### config.mk
export PLATFORM = sky130hd
export DESIGN_NAME = fpmul_norm_buffer
export DESIGN_NICKNAME = d
export VERILOG_FILES = /design/src/rtl/fpmul_norm_buffer_pkg.sv /design/src/rtl/fpmul_norm_buffer_fifo.sv /design/src/rtl/fpmul_norm_buffer.sv
export SDC_FILE = /design/constraint.sdc
export NUM_CORES = 1
export LEC_CHECK = 0
export ABC_CLOCK_PERIOD_IN_PS = 4950
export CAP_MARGIN = 20
export CORE_ASPECT_RATIO = 1.2
export CORE_MARGIN = 5
export CORE_UTILIZATION = 34
export CTS_BUF_LIST = sky130_fd_sc_hd__clkbuf_4 sky130_fd_sc_hd__clkbuf_8
export DETAILED_ROUTE_END_ITERATION = 10
export GPL_TIMING_DRIVEN = 0
export HOLD_SLACK_MARGIN = 0.03
export PLACE_DENSITY = 0.6
export SLEW_MARGIN = 20
export SYNTH_ARGS = -nofsm -noshare
export SYNTH_HDL_FRONTEND = slang
export SYNTH_SLANG_ARGS = --single-unit
### constraint.sdc
create_clock -name clk -period 4.95 [get_ports clk]
set_input_delay 0.99 -clock clk [delete_from_list [all_inputs] [get_ports clk]]
set_output_delay 0.99 -clock clk [all_outputs]
set_load 0.02 [all_outputs]
### src/rtl/fpmul_norm_buffer_pkg.sv
// Shared single-precision definitions for the FP multiplier back end:
// field widths, overflow threshold and the codebase packed result layout.
package fpmul_norm_buffer_pkg;

    localparam int unsigned MAN_W   = 23;  // stored mantissa bits
    localparam int unsigned EXP_W   = 8;   // biased exponent bits
    localparam int unsigned PEXP_W  = 10;  // raw product exponent (two's complement)
    localparam int unsigned PMAN_W  = 48;  // raw mantissa product
    localparam int unsigned IEXP_W  = 12;  // internal signed exponent, headroom for +1 and carry
    localparam int unsigned SIG_W   = MAN_W + 1;

    // Biased exponent at or above this value saturates to infinity.
    localparam logic signed [IEXP_W-1:0] EXP_MAX = 12'sd255;

    // Packed layout {mant @31:9, exp @8:1, sign @0}.
    typedef struct packed {
        logic [MAN_W-1:0] mant;
        logic [EXP_W-1:0] exp;
        logic             sign;
    } fp_word_t;

    typedef struct packed {
        logic ovf;
        logic unf;
        logic inexact;
    } fp_flags_t;

    typedef struct packed {
        fp_word_t  word;
        fp_flags_t flags;
    } fifo_entry_t;

    localparam int unsigned ENTRY_W = $bits(fifo_entry_t);

    function automatic fp_word_t fp_pack(input logic             sign,
                                         input logic [EXP_W-1:0] exp,
                                         input logic [MAN_W-1:0] mant);
        fp_word_t w;
        w.mant = mant;
        w.exp  = exp;
        w.sign = sign;
        return w;
    endfunction

endpackage

### src/rtl/fpmul_norm_buffer_fifo.sv
// fp_result_fifo: DEPTH x W synchronous FIFO with occupancy count.
// Pointers carry one extra wrap bit; head is read straight from the array.
module fp_result_fifo
    import fpmul_norm_buffer_pkg::*;
#(
    parameter int unsigned DEPTH = 8,
    parameter int unsigned AW    = 3,
    parameter int unsigned W     = ENTRY_W
) (
    input  logic          clk_i,
    input  logic          rst_ni,
    input  logic          wr_en_i,
    input  logic [W-1:0]  wr_data_i,
    input  logic          rd_en_i,
    output logic          rd_valid_o,
    output logic [W-1:0]  rd_data_o,
    output logic [AW:0]   count_o
);

    logic [AW:0]  wr_ptr_q, wr_ptr_d;
    logic [AW:0]  rd_ptr_q, rd_ptr_d;
    logic [W-1:0] mem_q [DEPTH];
    logic         empty;
    logic         full;
    logic         do_wr;
    logic         do_rd;

    assign empty = (wr_ptr_q == rd_ptr_q);
    assign full  = (wr_ptr_q[AW] != rd_ptr_q[AW]) &&
                   (wr_ptr_q[AW-1:0] == rd_ptr_q[AW-1:0]);
    assign do_wr = wr_en_i & ~full;
    assign do_rd = rd_en_i & ~empty;

    // Pointer advance; reads on an empty FIFO are dropped.
    always_comb begin
        wr_ptr_d = wr_ptr_q;
        rd_ptr_d = rd_ptr_q;
        if (do_wr) wr_ptr_d = wr_ptr_q + 1'b1;
        if (do_rd) rd_ptr_d = rd_ptr_q + 1'b1;
    end

    // Pointer registers.
    always_ff @(posedge clk_i or negedge rst_ni) begin
        if (!rst_ni) begin
            wr_ptr_q <= '0;
            rd_ptr_q <= '0;
        end else begin
            wr_ptr_q <= wr_ptr_d;
            rd_ptr_q <= rd_ptr_d;
        end
    end

    // Storage array; cleared so the head reads zero out of reset.
    always_ff @(posedge clk_i or negedge rst_ni) begin
        if (!rst_ni) begin
            for (int unsigned i = 0; i < DEPTH; i++) mem_q[i] <= '0;
        end else if (do_wr) begin
            mem_q[wr_ptr_q[AW-1:0]] <= wr_data_i;
        end
    end

    assign rd_valid_o = ~empty;
    assign rd_data_o  = mem_q[rd_ptr_q[AW-1:0]];
    assign count_o    = wr_ptr_q - rd_ptr_q;

endmodule

### src/rtl/fpmul_norm_buffer.sv
// Back end of the pipelined FP multiplier: tracks issued operations through
// the multiplier latency, normalises and rounds (nearest-even) the raw
// product to single precision, and buffers results in a credit-gated FIFO.
module fpmul_norm_buffer
    import fpmul_norm_buffer_pkg::*;
#(
    parameter int unsigned MUL_LAT = 5,
    parameter int unsigned DEPTH   = 8,
    parameter int unsigned AW      = 3
) (
    input  logic              clk,
    input  logic              reset,
    input  logic              issue_valid,
    output logic              issue_ready,
    input  logic              prod_sign,
    input  logic [PEXP_W-1:0] prod_exp,
    input  logic [PMAN_W-1:0] prod_man,
    input  logic              prod_zero,
    output logic              out_valid,
    input  logic              out_ready,
    output logic [31:0]       out_data,
    output logic [2:0]        out_flags
);

    logic                     issue_fire;
    logic [MUL_LAT-1:0]       vpipe_q, vpipe_d;
    logic                     arrive;

    logic                     n1_valid_q;
    logic                     n1_sign_q, n1_sign_d;
    logic                     n1_zero_q, n1_zero_d;
    logic signed [IEXP_W-1:0] n1_exp_q, n1_exp_d;
    logic [SIG_W-1:0]         n1_m_q, n1_m_d;
    logic                     n1_g_q, n1_g_d;
    logic                     n1_st_q, n1_st_d;

    logic                     round_up;
    logic [SIG_W:0]           m_sum;
    logic [SIG_W-1:0]         m_rnd;
    logic signed [IEXP_W-1:0] e_rnd;
    logic                     n2_valid_q;
    fp_word_t                 n2_word_q, n2_word_d;
    fp_flags_t                n2_flags_q, n2_flags_d;

    fifo_entry_t              wr_entry;
    fifo_entry_t              head;
    logic [AW:0]              fifo_count;
    logic [7:0]               occupied;

    assign issue_fire = issue_valid & issue_ready;
    assign arrive     = vpipe_q[MUL_LAT-1];

    // Valid pipe mirrors the multiplier latency; its tail qualifies prod_*.
    always_comb begin
        vpipe_d[0] = issue_fire;
        for (int unsigned i = 1; i < MUL_LAT; i++) vpipe_d[i] = vpipe_q[i-1];
    end

    // Valid pipe register.
    always_ff @(posedge clk or negedge reset) begin
        if (!reset) vpipe_q <= '0;
        else        vpipe_q <= vpipe_d;
    end

    // N1: one-bit normalisation shift, guard and sticky extraction.
    always_comb begin
        n1_sign_d = prod_sign;
        n1_zero_d = prod_zero;
        if (prod_man[PMAN_W-1]) begin
            n1_m_d   = prod_man[47:24];
            n1_g_d   = prod_man[23];
            n1_st_d  = |prod_man[22:0];
            n1_exp_d = $signed({{(IEXP_W-PEXP_W){prod_exp[PEXP_W-1]}}, prod_exp}) + 12'sd1;
        end else begin
            n1_m_d   = prod_man[46:23];
            n1_g_d   = prod_man[22];
            n1_st_d  = |prod_man[21:0];
            n1_exp_d = $signed({{(IEXP_W-PEXP_W){prod_exp[PEXP_W-1]}}, prod_exp});
        end
    end

    // N1 registers; data only captured for a qualified arrival.
    always_ff @(posedge clk or negedge reset) begin
        if (!reset) begin
            n1_valid_q <= 1'b0;
            n1_sign_q  <= 1'b0;
            n1_zero_q  <= 1'b0;
            n1_exp_q   <= '0;
            n1_m_q     <= '0;
            n1_g_q     <= 1'b0;
            n1_st_q    <= 1'b0;
        end else begin
            n1_valid_q <= arrive;
            if (arrive) begin
                n1_sign_q <= n1_sign_d;
                n1_zero_q <= n1_zero_d;
                n1_exp_q  <= n1_exp_d;
                n1_m_q    <= n1_m_d;
                n1_g_q    <= n1_g_d;
                n1_st_q   <= n1_st_d;
            end
        end
    end

    // N2: round to nearest even, renormalise on carry, then classify.
    always_comb begin
        round_up = n1_g_q & (n1_st_q | n1_m_q[0]);
        m_sum    = {1'b0, n1_m_q} + {{SIG_W{1'b0}}, round_up};
        if (m_sum[SIG_W]) begin
            m_rnd = 24'h800000;
            e_rnd = n1_exp_q + 12'sd1;
        end else begin
            m_rnd = m_sum[SIG_W-1:0];
            e_rnd = n1_exp_q;
        end

        n2_word_d  = fp_pack(n1_sign_q, '0, '0);
        n2_flags_d = '0;
        if (n1_zero_q) begin
            n2_word_d = fp_pack(n1_sign_q, '0, '0);
        end else if (e_rnd >= EXP_MAX) begin
            n2_word_d          = fp_pack(n1_sign_q, '1, '0);
            n2_flags_d.ovf     = 1'b1;
            n2_flags_d.inexact = 1'b1;
        end else if (e_rnd <= 12'sd0) begin
            n2_word_d          = fp_pack(n1_sign_q, '0, '0);
            n2_flags_d.unf     = 1'b1;
            n2_flags_d.inexact = 1'b1;
        end else begin
            n2_word_d          = fp_pack(n1_sign_q, e_rnd[EXP_W-1:0], m_rnd[MAN_W-1:0]);
            n2_flags_d.inexact = n1_g_q | n1_st_q;
        end
    end

    // N2 registers feed the FIFO write port directly.
    always_ff @(posedge clk or negedge reset) begin
        if (!reset) begin
            n2_valid_q <= 1'b0;
            n2_word_q  <= '0;
            n2_flags_q <= '0;
        end else begin
            n2_valid_q <= n1_valid_q;
            if (n1_valid_q) begin
                n2_word_q  <= n2_word_d;
                n2_flags_q <= n2_flags_d;
            end
        end
    end

    assign wr_entry.word  = n2_word_q;
    assign wr_entry.flags = n2_flags_q;

    fp_result_fifo #(
        .DEPTH (DEPTH),
        .AW    (AW),
        .W     (ENTRY_W)
    ) u_fifo (
        .clk_i      (clk),
        .rst_ni     (reset),
        .wr_en_i    (n2_valid_q),
        .wr_data_i  (wr_entry),
        .rd_en_i    (out_ready),
        .rd_valid_o (out_valid),
        .rd_data_o  (head),
        .count_o    (fifo_count)
    );

    // Credits are derived rather than counted: every op in the valid pipe,
    // N1 or N2 is guaranteed a FIFO slot, so issue only while the sum of
    // those plus FIFO occupancy is below DEPTH.
    always_comb begin
        occupied = 8'(fifo_count) + 8'(n1_valid_q) + 8'(n2_valid_q);
        for (int unsigned i = 0; i < MUL_LAT; i++) occupied = occupied + 8'(vpipe_q[i]);
    end

    assign issue_ready = (occupied < 8'(DEPTH));
    assign out_data    = head.word;
    assign out_flags   = head.flags;

endmodule

# After elaboration in Yosys (flattened, before gate mapping)
# Cells that the tools add are included.
# classes
n_addsub	13
order_cmp	6
muxes	21
reduce_logical	4
n_eq_ne	3
bitwise_logic	10
# op_table
cell	count
280-bit bitwise mux	1
35-bit binary-select mux with 3-bit select	1
35-bit demux with 3-bit select	1
35-bit 2-to-1 mux	3
32-bit 2-to-1 mux	3
24-bit by 1-bit adder with 25-bit output	1
8-bit by 1-bit adder with 8-bit output	3
12-bit 2-to-1 mux	2
24-bit 2-to-1 mux	1
23-bit 2-to-1 mux	1
23-bit OR reduction	1
22-bit OR reduction	1
12-bit by 2-bit adder with 12-bit output, second input constant	1
12-bit by 9-bit greater-or-equal comparator with 1-bit output, second input constant	1
12-bit by 1-bit <= comparator with 1-bit output, second input constant	1
10-bit by 2-bit adder with 11-bit output, second input constant	1
4-bit by 1-bit adder with 4-bit output, second input constant	2
7-bit by 1-bit adder with 8-bit output	1
4-bit greater-or-equal comparator, second input constant	2
8-bit by 4-bit less-than comparator with 1-bit output, second input constant	1
3-bit inverter with 4-bit output	2
6-bit by 1-bit adder with 7-bit output	1
1-bit 2-to-1 mux	7
5-bit by 1-bit adder with 6-bit output	1
other kinds (11)	17
# word_totals
register_bits	370
output_inout_bits	37
input_bits	64
wordCells	82

# Longest topological paths before layout
# Gate-level depths: netlist of the first run.
# depth
ltp_word	10
mapped_depth	12
mapped_depth_nobuf	11

# By module
# A second synthesis of the first run with hierarchy kept.
# unflattened
hier_cells	1335
hier_area_um2	17873.4
# by_module_without_submodules
module	n_inst	seq_area_each_um2	area_each_um2	cells_each
fp_result_fifo	1	7206.9	13061.3	844
fpmul_norm_buffer	1	2026.9	4812.1	491

# Worst setup path after synthesis of the first run
# No wires, ideal clock.
# synth_timing
kind	flip-flop to output port
startpoint	register u_fifo.rd_ptr_q[1]
endpoint	output issue_ready
arrival_time_ps	3735
required_time_ps	3960
n_path_buf	2
stages_incl_launch_ff	11
path_slack_ps	225
cell_sequence	dfrtp_1 > clkbuf_1 > clkbuf_1 > inv_1 > fa_1 > ha_1 > ha_1 > ha_1 > nand2_1 > o21bai_1 > a2111oi_0
# synth_via
elab_chain_cells	9
# synth_lines
item	line	rtl
start, declared	fpmul_norm_buffer_fifo.sv:21	logic [AW:0] rd_ptr_q, rd_ptr_d;
start signal, assigned	fpmul_norm_buffer_fifo.sv:49	rd_ptr_q <= rd_ptr_d;
4-bit subtractor	fpmul_norm_buffer_fifo.sv:64	assign count_o = wr_ptr_q - rd_ptr_q;
4-bit by 1-bit adder with 5-bit output	fpmul_norm_buffer.sv:172	occupied = 8'(fifo_count) + 8'(n1_valid_q) + 8'(n2_valid_q);
5-bit by 1-bit adder with 6-bit output	fpmul_norm_buffer.sv:172	
6-bit by 1-bit adder with 7-bit output	fpmul_norm_buffer.sv:173	for (int unsigned i = 0; i < MUL_LAT; i++) occupied = occupied + 8'(vpipe_q[i]);
7-bit by 1-bit adder with 8-bit output	fpmul_norm_buffer.sv:173	
8-bit by 1-bit adder with 8-bit output (3 in series)	fpmul_norm_buffer.sv:173	
8-bit by 4-bit less-than comparator with 1-bit output	fpmul_norm_buffer.sv:176	assign issue_ready = (occupied < 8'(DEPTH));
end, declared	fpmul_norm_buffer.sv:14	output logic issue_ready,
# No other way between the ends.

# Worst setup path after layout of the first run
# Ends and elaborated chain as after synthesis.

==> summary.txt, run 1 <==
Critical path
  • Worst Setup Start Kind: register
  • Crit path DAT: approximately 3.7 ns
  • Worst path required time: approximately 4.0 ns
  • Worst r2r dst: u_fifo.mem_q[104]
  • Worst Reg-to-Reg Cells: 11
  • Register-to-Register Setup Slack: 0.95 ns
  • Crit Path Class: reg2out
  • Maximum fanout along the worst path: 10
  • Capturing element type of the critical path: output pin
  • Reg-to-Reg Start: u_fifo.rd_ptr_q[2]

CTS
  • Root Driver: clkbuf_8
  • Skew-Pair Late Insertion Delay: around 0.6 ns
  • H-tree depth: 2
  • Post-CTS setup buffer count: 0
  • Worst-path clk slew: 0.06 ns
  • Clk buf depth: 3
  • CTS Buf Count: 55
  • Number of clock sinks: 369
  • CTS tree: yes

Placement
  • GPL Wtd Cong: 0.8416
  • Post-DP HPWL: ~33000 um
  • Port Buffers: 100
  • Cells after DPL: 2299
  • DP Worst Slack: -0.6208 ns

STA
  • Slew Limit Headroom: 0.2103
  • Hold_ws: 0.3681 ns
  • Worst setup margin: about 0.25 ns
  • Slew Viols, Final: 0
  • Least-Margin Pin Slew: 1.176 ns
  • Final hold violation count: 0
  • Max frequency: 212.7 MHz
  • Final worst path period need: 4.702 ns
  • Setup TNS: 0 ns
  • Crit share post-route: 0.9498
  • Final-report setup violation count: 0
  • Clock Skews: roughly 0.028 ns
  • RSZ-0062 raised after global routing: no

Pwr
  • VDD IR max: 0.3215 mV
  • P_leak: 8.617 nW
  • Pwr dens: roughly 560 mW/mm2

Cells and area
  • Number of fill cells: 4807
  • Fin cells: 2392
  • Fin nets: 1802
  • Area grow syn2layout: 17.67%
  • Share of post-route cells with drive strength above 1: 0.1454

GRT
  • First-pass GRT wire length: a little over 70000 um
  • Initial antenna violation count: 1
  • Vias in the first global route: 12.79k
  • Global route total overflow: 0
  • Tot GR Track Use: 0.1641
  • Largest net degree at the start of global routing: about 100

Worst hold path
  • Hold depth: 0
  • Hold_sp: n1_valid_q
  • Worst hold-check path type: reg2reg
  • Worst Hold Path EP: n2_valid_q

Floorplan
  • DIE AREA: 0.05445 mm2
  • Die H: roughly 250 um
  • Row count: 89
  • Starting density of the core: 0.3437
  • Core ar.: a little under 0.05 mm2
  • Die W: around 210 um
  • Num ports: 101

Route
  • Routed via count: 12.35k
  • Final wirelength: around 44000 um
  • DRT antenna net count: 0
  • Routed vias/inst: between 5 and 6
  • Wire per inst: around 19 um
  • Initial DRT Pass Iterations: 5
  • Initial DRC Count: 902
  • Residual DRC count: 0

Synthesis
  • Sequential fraction of the synthesis area: 0.5446
  • Flops & latches, synth: 369
  • Syn_nets: 1640
  • Syn. warnings: 0
  • Proportion of netlist area held by the largest area contributor: 0.5446
  • Synth area leaders: dfrtp_1, mux4_2, nand2_1, o21ai_0, mux2_2
  • Async SR Flop Fraction: 1.000
  • Mean Syn Cell Area: 10.88 um2
  • Synth cell types: 57
  • Syn Inst Count: between 1.5k and 2k
  • Synth Cell Area: ~0.017 mm2
  • Post-synth top flop: dfrtp_1
  • Post-synth EDFFs: 0
  • Yosys top cell by area: dfrtp_1

Run
  • Max-Cap Viols: 0

Run status
  • Status: completed
registers in the layout, indices dropped and copies added (netlist names):
| register | cells |
|---|---|
| n1_exp_q | 11 |
| n1_g_q | 1 |
| n1_m_q | 24 |
| n1_sign_q | 1 |
| n1_st_q | 1 |
| n1_valid_q | 1 |
| n1_zero_q | 1 |
| n2_flags_q | 3 |
| n2_valid_q | 1 |
| n2_word_q | 32 |
| u_fifo.mem_q | 280 |
| u_fifo.rd_ptr_q | 4 |
| u_fifo.wr_ptr_q | 4 |
| vpipe_q | 5 |
synthesized netlist by cell type (2+ instances only):
library cell and instances:
nand4_1 10, and3_1 5, xnor2_1 26, o32ai_2 2, nand2b_1 3, nor3_1 7, nor4_1 12, ha_1 14
a21oi_1 38, buf_2 2, dfrtp_1 369, nand2_1 358, or4_1 2, and2_1 3, xor2_1 21, a21o_1 2
buf_6 2, nand3_1 21, a31oi_1 2, fa_1 4, mux2_2 69, mux4_2 70, inv_1 48, or3_1 3
buf_1 27, o21ai_0 221, o32ai_1 21, clkbuf_1 71, o221ai_1 8, mux2i_1 28, nor2_1 60, nor2b_1 4
where the power goes:
part / internal [mW] / switching [mW] / total (mW)
Combinational: 1.79 / 2.38 / 4.17
Sequential: 3.87 / 0.614 / 4.48
Clock: 1.34 / 1.12 / 2.45
metal layers:
metal	vias up	global-route usage	share of wire
li1	5732	-	-
met4	0	0.05362	0.030
met5	-	0	0
met1	6227	0.2127	0.42
met3	71	0.02190	0.043
met2	320	0.2853	0.51
logic make-up (layout without fill, tap and decap cells):
family,count (synthesis),count (layout),share of synthesized area
and+or+nand+nor,498,498,0.1233
DFF,369,369,0.5446
AOI/OAI and AO/OA,306,306,0.1016
muxes,167,167,0.1554
buffers and inverters,153,349,0.03579
xor gates and xnor gates,47,47,0.02428
adders and majority gates,18,18,0.01506
other,0,1,0
layout make-up:
type | instances | area [um2] | share of cell area
Tap cell | 637 | 797.0 | 0.03995
Multi-Input combinational cell | 1036 | 7119 | 0.3569
Clock buffer | 89 | 1062 | 0.05325
Inverter | 49 | 183.9 | 0.009220
Sequential cell | 369 | 9234 | 0.4629
Antenna cell | 1 | 2.502 | 0.0001254
Timing Repair Buffer | 105 | 1104 | 0.05532
Buffer | 104 | 436.7 | 0.02189
Clock inverter | 2 | 10.01 | 0.0005018
critical path, stage by stage, from the launching register on:
cell and delay [ns]:
dfrtp_1 0.36, clkbuf_4 0.25, clkbuf_8 0.22, inv_1 0.09, fa_1 0.50, ha_1 0.32
ha_1 0.30, ha_1 0.29, nand2_1 0.07, o21bai_1 0.07, a2111oi_2 0.43, clkbuf_2 0.24
placed cells by master, fill, tap and decap left out, types with 27 or more instances in the layout:
cell type / netlist / routed
buf_1: 27 / 27
mux2_2: 69 / 69
nor2_1: 60 / 60
o21ai_0: 221 / 221
clkbuf_4: 0 / 27
clkdlybuf4s50_1: 0 / 98
mux2i_1: 28 / 28
clkbuf_8: 0 / 64
clkbuf_1: 71 / 69
a21oi_1: 38 / 38
inv_1: 48 / 48
dfrtp_1: 369 / 369
nand2_1: 358 / 358
mux4_2: 70 / 70
stage by stage:
stage	power [mW]	instance area, um2	util
4_1_cts	11.20	19940	0.4041
6_report	11.11	19950	0.4044
3_5_place_dp	8.688	18840	0.3820
3_3_place_gp	8.526	18750	0.3801
5_1_grt	11.85	19950	0.4044
2_1_floorplan	7.171	16950	-
worst max-delay path by stage:
stage                                  start                end  slack (ns)  cells past startpoint
after floorplan           u_fifo.rd_ptr_q[1]        issue_ready        0.22                     10
after global placement                 reset  u_fifo.mem_q[253]      -12.57                      1
after detailed placement  u_fifo.rd_ptr_q[1]        issue_ready       -0.62                     11
after CTS                 u_fifo.rd_ptr_q[1]        issue_ready        0.03                     11
after global routing      u_fifo.rd_ptr_q[1]        issue_ready        0.05                     11
final                     u_fifo.rd_ptr_q[1]        issue_ready        0.25                     11
timing repair:
item,in CTS,in global routing
resized for setup,8,3
endpoints found under the setup margin,1,1
hold buffers,0,0
(Power assumes the default switching activity.)
==> run 2, diff against run 1 <==
--- a/config.mk
+++ b/config.mk
@@ -7,7 +7,7 @@
 export LEC_CHECK = 0
 export ABC_CLOCK_PERIOD_IN_PS = 4950
 export CAP_MARGIN = 20
-export CORE_ASPECT_RATIO = 1.2
+export CORE_ASPECT_RATIO = 0.9
 export CORE_MARGIN = 5
 export CORE_UTILIZATION = 34
 export CTS_BUF_LIST = sky130_fd_sc_hd__clkbuf_4 sky130_fd_sc_hd__clkbuf_8
==> run 2 against run 1 <==
  * Sequential cell count did not move
  * Sequential share of layout area fell by 0.50 points
  * Die area barely moved
  * Critical path type unchanged
  * Critical endpoint unchanged
  * Highest routed layer unchanged
  * Non-clock buffer count fell by 3
  * Routed wire length rose by 1.1%
  * Final cell count rose by 1.8%
  * Clock-buffer cell count rose by 6
==> summary.txt, run 2 (same netlist as run 1, synthesis figures left out) <==
STA
  • Slew Limit Headroom: 0.3478
  • Setup TNS: 0 ns
  • Final worst path period need: roughly 4.7 ns
  • Final hold violation count: 0
  • RSZ-0062 raised after global routing: no
  • Max frequency: around 210 MHz
  • Crit share post-route: 0.9566
  • Clock Skews: just under 0.02 ns
  • Least-Margin Pin Slew: 0.9708 ns
  • Final-report setup violation count: 0
  • Hold_ws: 0.3732 ns
  • Slew Viols, Final: 0

Critical path
  • Critical path's most frequent cell: ha_1
  • Worst Setup Start Kind: register
  • Crit path DAT: 3.75 ns
  • Maximum fanout along the worst path: 19
  • Max incr delay on CP: 0.51 ns
  • Worst path cell trace: clkbuf_4 -> inv_1 -> fa_1 -> ha_1 -> ha_1 -> ha_1 -> nand2_1 -> o21bai_1 -> a2111oi_4 -> clkdlybuf4s15_2
  • Crit Path Class: reg2out
  • Capturing element type of the critical path: output pin
  • Worst path required time: between 3 and 4 ns
  • Slowest cell on crit path: fa_1

Route
  • Routed via count: 12.38k
  • Final wirelength: ~45000 um
  • Initial DRT Pass Iterations: 5
  • DRT antenna net count: 0
  • Initial DRC Count: approximately 900
  • Residual DRC count: 0
  • Wire per inst: 18.43 um
  • Routed vias/inst: between 5 and 6

Pwr
  • Overall power: 11.44 mW
  • VDD IR max: 0.4364 mV
  • P_leak: 8.699 nW
  • Pwr dens: 567.3 mW/mm2

Placement
  • Post-DP HPWL: approximately 32000 um
  • GPL Wtd Cong: 0.8252
  • Cells after DPL: between 2k and 2.5k
  • Port Buffers: 100

GRT
  • Global route total overflow: 0
  • First-pass GRT wire length: 72190 um
  • Largest net degree at the start of global routing: 103
  • Initial antenna violation count: 1
  • Tot GR Track Use: 0.1646
  • Vias in the first global route: 12.76k

Cells and area
  • Fin cells: 2436
  • Area grow syn2layout: 18.95%
  • Fin nets: approximately 1.8k
  • Most frequent cells in the layout: dfrtp_1, nand2_1, o21ai_0, clkdlybuf4s50_1, clkbuf_8
  • Max reg flops: 280
  • Commonest non-fill, non-tap cell in the layout: dfrtp_1
  • Biggest register: u_fifo.mem_q
  • Biggest regs: u_fifo.mem_q: 280 flops, n2_word_q: 32 flops, n1_m_q: 24 flops
  • Share of post-route cells with drive strength above 1: 0.1531

CTS
  • CTS Buf Count: 60
  • Clk buf depth: 3
  • Post-CTS setup buffer count: 0
  • Skew-Pair Late Insertion Delay: 0.64 ns
  • CTS tree: yes
  • H-tree depth: 2
  • Worst-path clk slew: roughly 0.06 ns
  • CTS Hold Buffers Added: 0
  • Number of clock sinks: 369
  • Root Driver: clkbuf_8

Floorplan
  • Row count: between 70 and 80
  • Die H: 221.8 um
  • Die W: 245.4 um
  • Num ports: about 100
  • Starting density of the core: 0.3444
  • DIE AREA: 0.05444 mm2
  • Core ar.: 0.04923 mm2

Run status
  • Status: completed

Run
  • Max-Cap Viols: 0

Worst hold path
  • Worst hold-check path type: reg2reg
-- run 2: changes by cell type in the layout (fill, tap and decap cells not counted), sizes merged --
cell           before  now
clkbuf            161  169
buf                39   32
clkinv              3    8
clkdlybuf4s15       0    2
clkinvlp            0    2
-- run 2: final timing paths --
check / startpoint / endpoint / slack (ns) / cells after the start
max: u_fifo.rd_ptr_q[1] / issue_ready / 0.21 / 10
min: n1_valid_q / n2_valid_q / 0.37 / 0
max reg2reg: u_fifo.rd_ptr_q[2] / u_fifo.mem_q[250] / 1.08 / 11
min reg2reg: n1_valid_q / n2_valid_q / 0.37 / 0
max in group asynchronous: reset / u_fifo.mem_q[190] / 3.53 / 2
min in group asynchronous: reset / n1_m_q[16] / 0.40 / 1
-- run 2: worst max-delay path: cells and delay by family, from the launching register on --
kind | cells | cell delay [ns]
flip-flops | 1 | 0.36
buffers and inverters | 3 | 0.83
AO/OA/AOI/OAI | 2 | 0.45
adder cells (fa/ha/maj) | 4 | 1.40
AND/OR/NAND/NOR | 1 | 0.07
-- run 2: per-stage QoR --
stage	utilization	instance area [um2]	setup slack [ns]
2_1_floorplan	-	16950	0.2246
3_3_place_gp	0.3818	18790	-12.71
3_5_place_dp	0.3835	18880	-0.6553
4_1_cts	0.4094	20150	0.007054
5_1_grt	0.4096	20170	0.03752
6_report	0.4096	20170	0.2147
-- run 2: where the power goes --
group          internal, mW  leakage (nW)  switching (mW)
clock network          1.52         0.664            1.21
registers              3.87          4.89           0.622
logic                  1.82          3.14            2.40
-- run 2: metal layers --
metal / up-vias / GRT usage / wire length [um]
met1: 6242 / 0.2370 / 20850
met5: - / 0 / 0
met4: 0 / 0.03779 / 752
met3: 50 / 0.03182 / 2357
li1: 5751 / - / -
met2: 341 / 0.2603 / 20940
-- run 2: what timing repair did --
action,CTS,global route
pin swaps,1,0
endpoints found under the setup margin,1,24
gates resized for setup,11,9
endpoints found under the hold margin,0,0
-- run 2: cell type report --
| cell class | count | area (um2) |
|---|---|---|
| antenna | 1 | 2.502 |
| buffer | 103 | 434.2 |
| clock buffer | 95 | 1195 |
| clock inverter | 9 | 50.05 |
| fill | 4791 | 29060 |
| inverter | 49 | 183.9 |
| multi-input combinational | 1036 | 7138 |
| sequential | 369 | 9234 |
| tap | 671 | 839.6 |
| timing repair buffer | 103 | 1090 |
==> run 3, diff against run 2 <==
--- a/config.mk
+++ b/config.mk
@@ -8,7 +8,7 @@
 export ABC_CLOCK_PERIOD_IN_PS = 4950
 export CAP_MARGIN = 20
 export CORE_ASPECT_RATIO = 0.9
-export CORE_MARGIN = 5
+export CORE_MARGIN = 3
 export CORE_UTILIZATION = 34
 export CTS_BUF_LIST = sky130_fd_sc_hd__clkbuf_4 sky130_fd_sc_hd__clkbuf_8
 export DETAILED_ROUTE_END_ITERATION = 10
@@ -19,3 +19,4 @@
 export SYNTH_ARGS = -nofsm -noshare
 export SYNTH_HDL_FRONTEND = slang
 export SYNTH_SLANG_ARGS = --single-unit
+export TNS_END_PERCENT = 20
==> run 3 against run 2 <==
  * Critical path type unchanged
  * Design area increased by 0.40%
  * Register-to-register slack got worse by 0.02 ns
  * Critical path depth increased by 1
  * Maximum frequency about the same
  * Setup slack got worse by 0.0036 ns
  * Final cell count decreased by 0.16%
  * Largest cell class unchanged
  * Clock power increased by 4%
  * Critical endpoint unchanged
  * Hold slack got worse by 0.038 ns
  * Clock skew about the same
  * Via count decreased by 0.36%
  * Highest routed layer unchanged
  * Power increased by 0.78%
==> summary.txt, run 3 (same netlist as run 1, synthesis figures left out) <==
Critical path
  • Worst path cell trace: clkbuf_4 -> clkbuf_8 -> inv_1 -> fa_1 -> ha_1 -> ha_1 -> ha_1 -> nand2_1 -> o21bai_1 -> a2111oi_4 -> buf_2
  • Reg-to-Reg Start: u_fifo.rd_ptr_q[2]
  • Slowest cell on crit path: fa_1
  • Max incr delay on CP: 0.50 ns
  • Crit path buf inv count: 4
  • Worst Setup Start Kind: register
  • Worst Setup SP: u_fifo.rd_ptr_q[1]
  • Top delay family on crit path: adder cells
  • Crit Path Class: reg2out
  • Crit path DAT: 3.75 ns
  • Capturing element type of the critical path: output pin
  • Critical path's most frequent cell: ha_1
  • Worst path required time: around 4.0 ns
  • Maximum fanout along the worst path: 10

Cells and area
  • Share of post-route cells with drive strength above 1: 0.1527
  • Fin cells: 2432
  • Number of fill cells: 4762
  • Fin nets: 1806
  • Most frequent cells in the layout: dfrtp_1, nand2_1, o21ai_0, clkdlybuf4s50_1, clkbuf_8
  • Commonest non-fill, non-tap cell in the layout: dfrtp_1
  • Max reg flops: 280
  • Reg area: 0.009234 mm2
  • Multi-input gate area: 0.007132 mm2
  • Area grow syn2layout: 19.42%
  • Biggest register: u_fifo.mem_q
  • Biggest regs: u_fifo.mem_q: 280 flops, n2_word_q: 32 flops, n1_m_q: 24 flops
  • Design area: between 0.02 and 0.025 mm2

Route
  • Initial DRC Count: 835
  • DRT antenna net count: 0
  • Routed via count: 12.34k
  • Initial DRT Pass Iterations: 5
  • Residual DRC count: 0
  • Wire per inst: roughly 18 um
  • Final wirelength: 44200 um
  • Routed vias/inst: 5.074

STA
  • Max frequency: between 200 and 250 MHz
  • Clock Skews: 0.01955 ns
  • RSZ-0062 raised after global routing: yes
  • Least-Margin Pin Slew: 1.074 ns
  • Slew Viols, Final: 0
  • Final hold violation count: 0
  • Crit share post-route: 0.9573
  • Final worst path period need: between 4 and 5 ns
  • Final-report setup violation count: 0
  • Setup TNS: 0 ns
  • Slew Limit Headroom: 0.2777

Placement
  • Cells after DPL: around 2.3k
  • Post-DP HPWL: 32240 um
  • Port Buffers: 100
  • GPL Wtd Cong: 0.8226
  • Dpl cell area: between 0.015 and 0.02 mm2

Floorplan
  • DIE AREA: 0.05258 mm2
  • Core ar.: ~0.05 mm2
  • Die W: 241.4 um
  • Starting density of the core: 0.3489
  • Die H: 217.8 um
  • Num ports: 101
  • Row count: 76

Pwr
  • Internal: between 7 and 8 mW
  • Power share of the sequential group: 0.390
  • VDD IR max: approximately 0.21 mV
  • Sw Ratio: 0.3666
  • Clk network pwr share: 0.244
  • Pwr dens: between 500 and 600 mW/mm2
  • Sw Pwr: 4.226 mW
  • Logic gate share of total power: 0.366
  • Overall power: 11.53 mW
  • P_leak: just under 9 nW

Worst hold path
  • Worst hold-check path type: in2async

GRT
  • Vias in the first global route: roughly 13k
  • Global route total overflow: 0
  • First-pass GRT wire length: 70270 um
  • Largest net degree at the start of global routing: 91
  • Initial antenna violation count: 0
  • Tot GR Track Use: 0.1710

Run status
  • Status: completed

CTS
  • Number of clock sinks: 369
  • Worst-path clk slew: 0.06 ns
  • H-tree depth: 2
  • Root Driver: clkbuf_8
  • CTS Hold Buffers Added: 0
  • Skew-Pair Late Insertion Delay: 0.64 ns
  • CTS Buf Count: 60
  • Clk buf depth: 3
  • Post-CTS setup buffer count: 0
  • CTS tree: yes

Run
  • Max-Cap Viols: 0
==> run 3: power groups by stage <==
stage | clock (mW) | sequential (mW) | combinational, mW
global route | 3.02 | 4.60 | 4.68
detailed placement | 0 | 4.53 | 4.16
floorplan | 0 | 4.32 | 2.85
global placement | 0 | 4.50 | 4.06
CTS | 2.88 | 4.48 | 4.28
finish | 2.82 | 4.50 | 4.22
==> run 3: final timing paths <==
| check | end | slack (ns) | cells after the start |
|---|---|---|---|
| setup reg to reg | u_fifo.mem_q[72] | 1.06 | 11 |
| max in group asynchronous | u_fifo.mem_q[254] | 3.07 | 4 |
| setup / recovery | issue_ready | 0.21 | 11 |
| hold / removal | n1_m_q[16] | 0.33 | 1 |
| hold reg to reg | n2_valid_q | 0.38 | 0 |
| min in group clk | n2_valid_q | 0.38 | 0 |
==> run 3: through the flow <==
step | setup slack, ns | utilization | hold WS, ns
final | 0.2111 | 0.4167 | 0.3347
after global routing | 0.009848 | 0.4166 | 0.3588
after CTS | 0.01746 | 0.4167 | 0.3151
after detailed placement | -0.7797 | 0.3889 | 0.3594
after global placement | -12.77 | 0.3866 | 0.3578
after floorplan | 0.2246 | - | 0.3519
==> run 3: repair_timing <==
action                                  CTS  global route
resized for setup                        12             3
hold endpoints to repair                  0             0
endpoints found under the setup margin    1             5
pin swaps                                 0             1
==> run 3: layout make-up <==
class,instances,area share
Clock buffer,99,0.06328
Inverter,49,0.009084
Timing Repair Buffer,104,0.05488
Tap cell,663,0.04097
Sequential cell,369,0.4561
Buffer,104,0.02163
Multi-Input combinational cell,1036,0.3522
Clock inverter,7,0.001730
Antenna cell,1,0.0001236
==> run 3: worst reg2reg max path: cells and delay by family (launching register included) <==
kind,cells,cell delay (ns)
flops,1,0.36
compound gates,2,0.50
fa+ha+maj,1,0.47
buf+inv,4,1.88
simple gates,4,0.59
==> run 3: routing by layer <==
| metal | wire (um) | track usage |
|---|---|---|
| met1 | 20700 | 0.2428 |
| met2 | 20240 | 0.2680 |
| met3 | 2130 | 0.02681 |
| met4 | 1127 | 0.05775 |
| met5 | 0 | 0 |
==> patch, RTL diff (config.mk and constraints of run 2) <==
Put a register stage on the output `out_flags`, cleared by the reset. The value now appears one clock later. The other outputs are not delayed to match.
--- a/src/rtl/fpmul_norm_buffer.sv
+++ b/src/rtl/fpmul_norm_buffer.sv
@@ -177,3 +177,9 @@
     assign out_data    = head.word;
-    assign out_flags   = head.flags;
+    always_ff @(posedge clk or negedge reset) begin
+        if (!reset) begin
+            out_flags <= '0;
+        end else begin
+            out_flags <= head.flags;
+        end
+    end
 
Function: changed (a bounded check fails within 10 cycles, from zero or initial values and one cycle with reset low).
==> patch against run 2 <==
- worst hold slack worse by 3.7 ps
- die area up 3.6%
- clock power about the same
- setup slack worse by 1.5 ps
- critical path type unchanged
- first-iteration DRC count down 7.9%
- routed wire length up 3.5%
- area after synthesis up 3.8%
- power up 2.7%
- synthesized cell count down 3.7%
- final area up 3.4%
- sequential cell count up 3
- via count down 1.3%
==> patch: results (changes against run 2) <==
- The flow ran to the end, and the final reports show no timing, DRC or antenna violations.
- The number of inserted filler cells in the final layout came to 4941 (+3.1%).
- The maximum resistive drop on vdd is 0.246 mV (-44%).
- The length of routed met3 wiring is 2490 um (+5.6%).
- The global-route met3 utilization is 0.0326 (+0.000766).
- The via-per-instance ratio is 5.11 (+0.42%).
- The combinational power is 0.00450 W (+6.6%).
- The HPWL reported at the end of detailed placement is 33100 um (+2.4%).
- The area of the multi-input gates is 0.00755 mm^2 (+5.7%).
- The final net count is 1746 (-3.2%).
- The final worst setup slack is 213 ps (-1.48 ps).
- The cell count after synthesis is 1500 (-3.7%).
- The worst-case register-to-register setup slack is 960 ps (-120 ps).
- The worst slew slack as a fraction of its limit came to 0.274 (-0.0741).
- The final hold slack is 369 ps (-3.73 ps).
- The synthesized net count is 1582 (-3.5%).
- The count of synthesis-stage warnings from yosys is 0 (unchanged).
- The count of unique library cells instantiated by Yosys is 64 (+12%).
- Ranked by instance count, the synthesized netlist is headed by sky130_fd_sc_hd__dfrtp_1 (372), sky130_fd_sc_hd__nand2_1 (275), sky130_fd_sc_hd__mux2_2 (158).
- The ratio of cells with drive above 1 in the final layout is 0.239 (+0.0860).
- The global routing met1 resource utilization is 0.224 (-0.0128).
- The wire length per cell is 19.4 um (+5.3%).
- The final RePlAce weighted congestion is 0.824 (-0.19%).
- The via count of the first global-routing pass is 13100 (+2.5%).
- The initial antenna violation count is 0 (-1).
- The portion of the post-synthesis area used by sequential elements was 0.529 (-0.0158).
- The post-route clock skew is 30.6 ps (+11.0 ps).
- The filler-free cell count of the finished design came to 2395 (-1.7%).
- The routed wire length on met2 was 22100 um (+5.6%).
- The maximum number of pins on one net before global-route repair is 101 (-1.9%).
- The wire length of the first global-routing pass is 73700 um (+2.1%).
- The fraction of power spent switching nets is 0.370 (about the same).
- The antenna diode instance count is 0 (-1).
- The wire length on met1 is 21100 um (+1.1%).
- The static power due to leakage is 9.39 nW (+7.9%).
- The cell area reported after detailed placement is 0.0196 mm^2 (+3.7%).
- The placed instance count is 2292 (-1.7%).
- Ranked by total cell area, the synthesized netlist is headed by sky130_fd_sc_hd__dfrtp_1 (53%), sky130_fd_sc_hd__mux2_2 (10%), sky130_fd_sc_hd__mux4_2 (9.0%).
- The pre-CTS worst setup slack is -969 ps (-314 ps).
- The async set-or-reset flop fraction in the synthesized netlist came to 1.00 (unchanged).
- The portion of total power attributed to the clock network is 0.233 (-0.005).
- The tightest min-delay check is of the in -> async type.
- The number of DRC markers after the initial detailed-route iteration is 827 (-7.9%).
- The share of the synthesized area in the top cell type is 0.529 (-0.0158).
- The maximum fanout encountered on the critical timing path is 10 (-9).
- The total global routing track utilization is 0.164 (-0.000570).
- The count of TritonRoute iterations in the first routing pass came to 7 (+2).
## patch: cell types whose count changed after synthesis, moves of 9 or more
cell                      change
sky130_fd_sc_hd__o21ai_0     -89
sky130_fd_sc_hd__buf_1        -9
sky130_fd_sc_hd__mux2_2      +89
sky130_fd_sc_hd__nand2_1     -83
sky130_fd_sc_hd__inv_1       -17
sky130_fd_sc_hd__buf_4       +34
sky130_fd_sc_hd__o32ai_1     -10
sky130_fd_sc_hd__o41ai_2      +9
## patch: what timing repair did
action	in CTS	in global routing
resized for setup	8	12
endpoints found under the setup margin	31	33
gates cloned	0	0
## patch: critical path, delay by kind of cell, from the launching register on
family	cells	cell delay [ps]
simple gates	2	220
mux	1	580
flops	1	410
buf+inv	4	1920
## patch: cell type report
type	count	area share
Buffer	125	0.0311
Clock inverter	7	0.00204
Multi-Input combinational cell	968	0.362
Tap cell	688	0.0413
Clock buffer	98	0.0578
Inverter	33	0.00612
Sequential cell	372	0.446
Timing Repair Buffer	104	0.0535
## patch: path summary, 6_finish.rpt
kind / depth (start not counted) / startpoint / end
max in group asynchronous: 3 / reset / n1_m_q[16]
worst max register to register: 10 / u_fifo.rd_ptr_q[2] / u_fifo.mem_q[55]
worst min register to register: 0 / vpipe_q[3] / vpipe_q[4]
worst min-delay path: 2 / reset / u_fifo.mem_q[274]
min in group clk: 0 / vpipe_q[3] / vpipe_q[4]
worst max-delay path: 7 / u_fifo.rd_ptr_q[0] / out_data[7]
## patch: cells by family after synthesis
group,share of synthesized area
and+or+nand+nor,0.105
DFF,0.529
muxes,0.206
AOI/OAI and AO/OA,0.0798
buffers and inverters,0.0434
xor gates and xnor gates,0.0229
adders and majority gates,0.0145
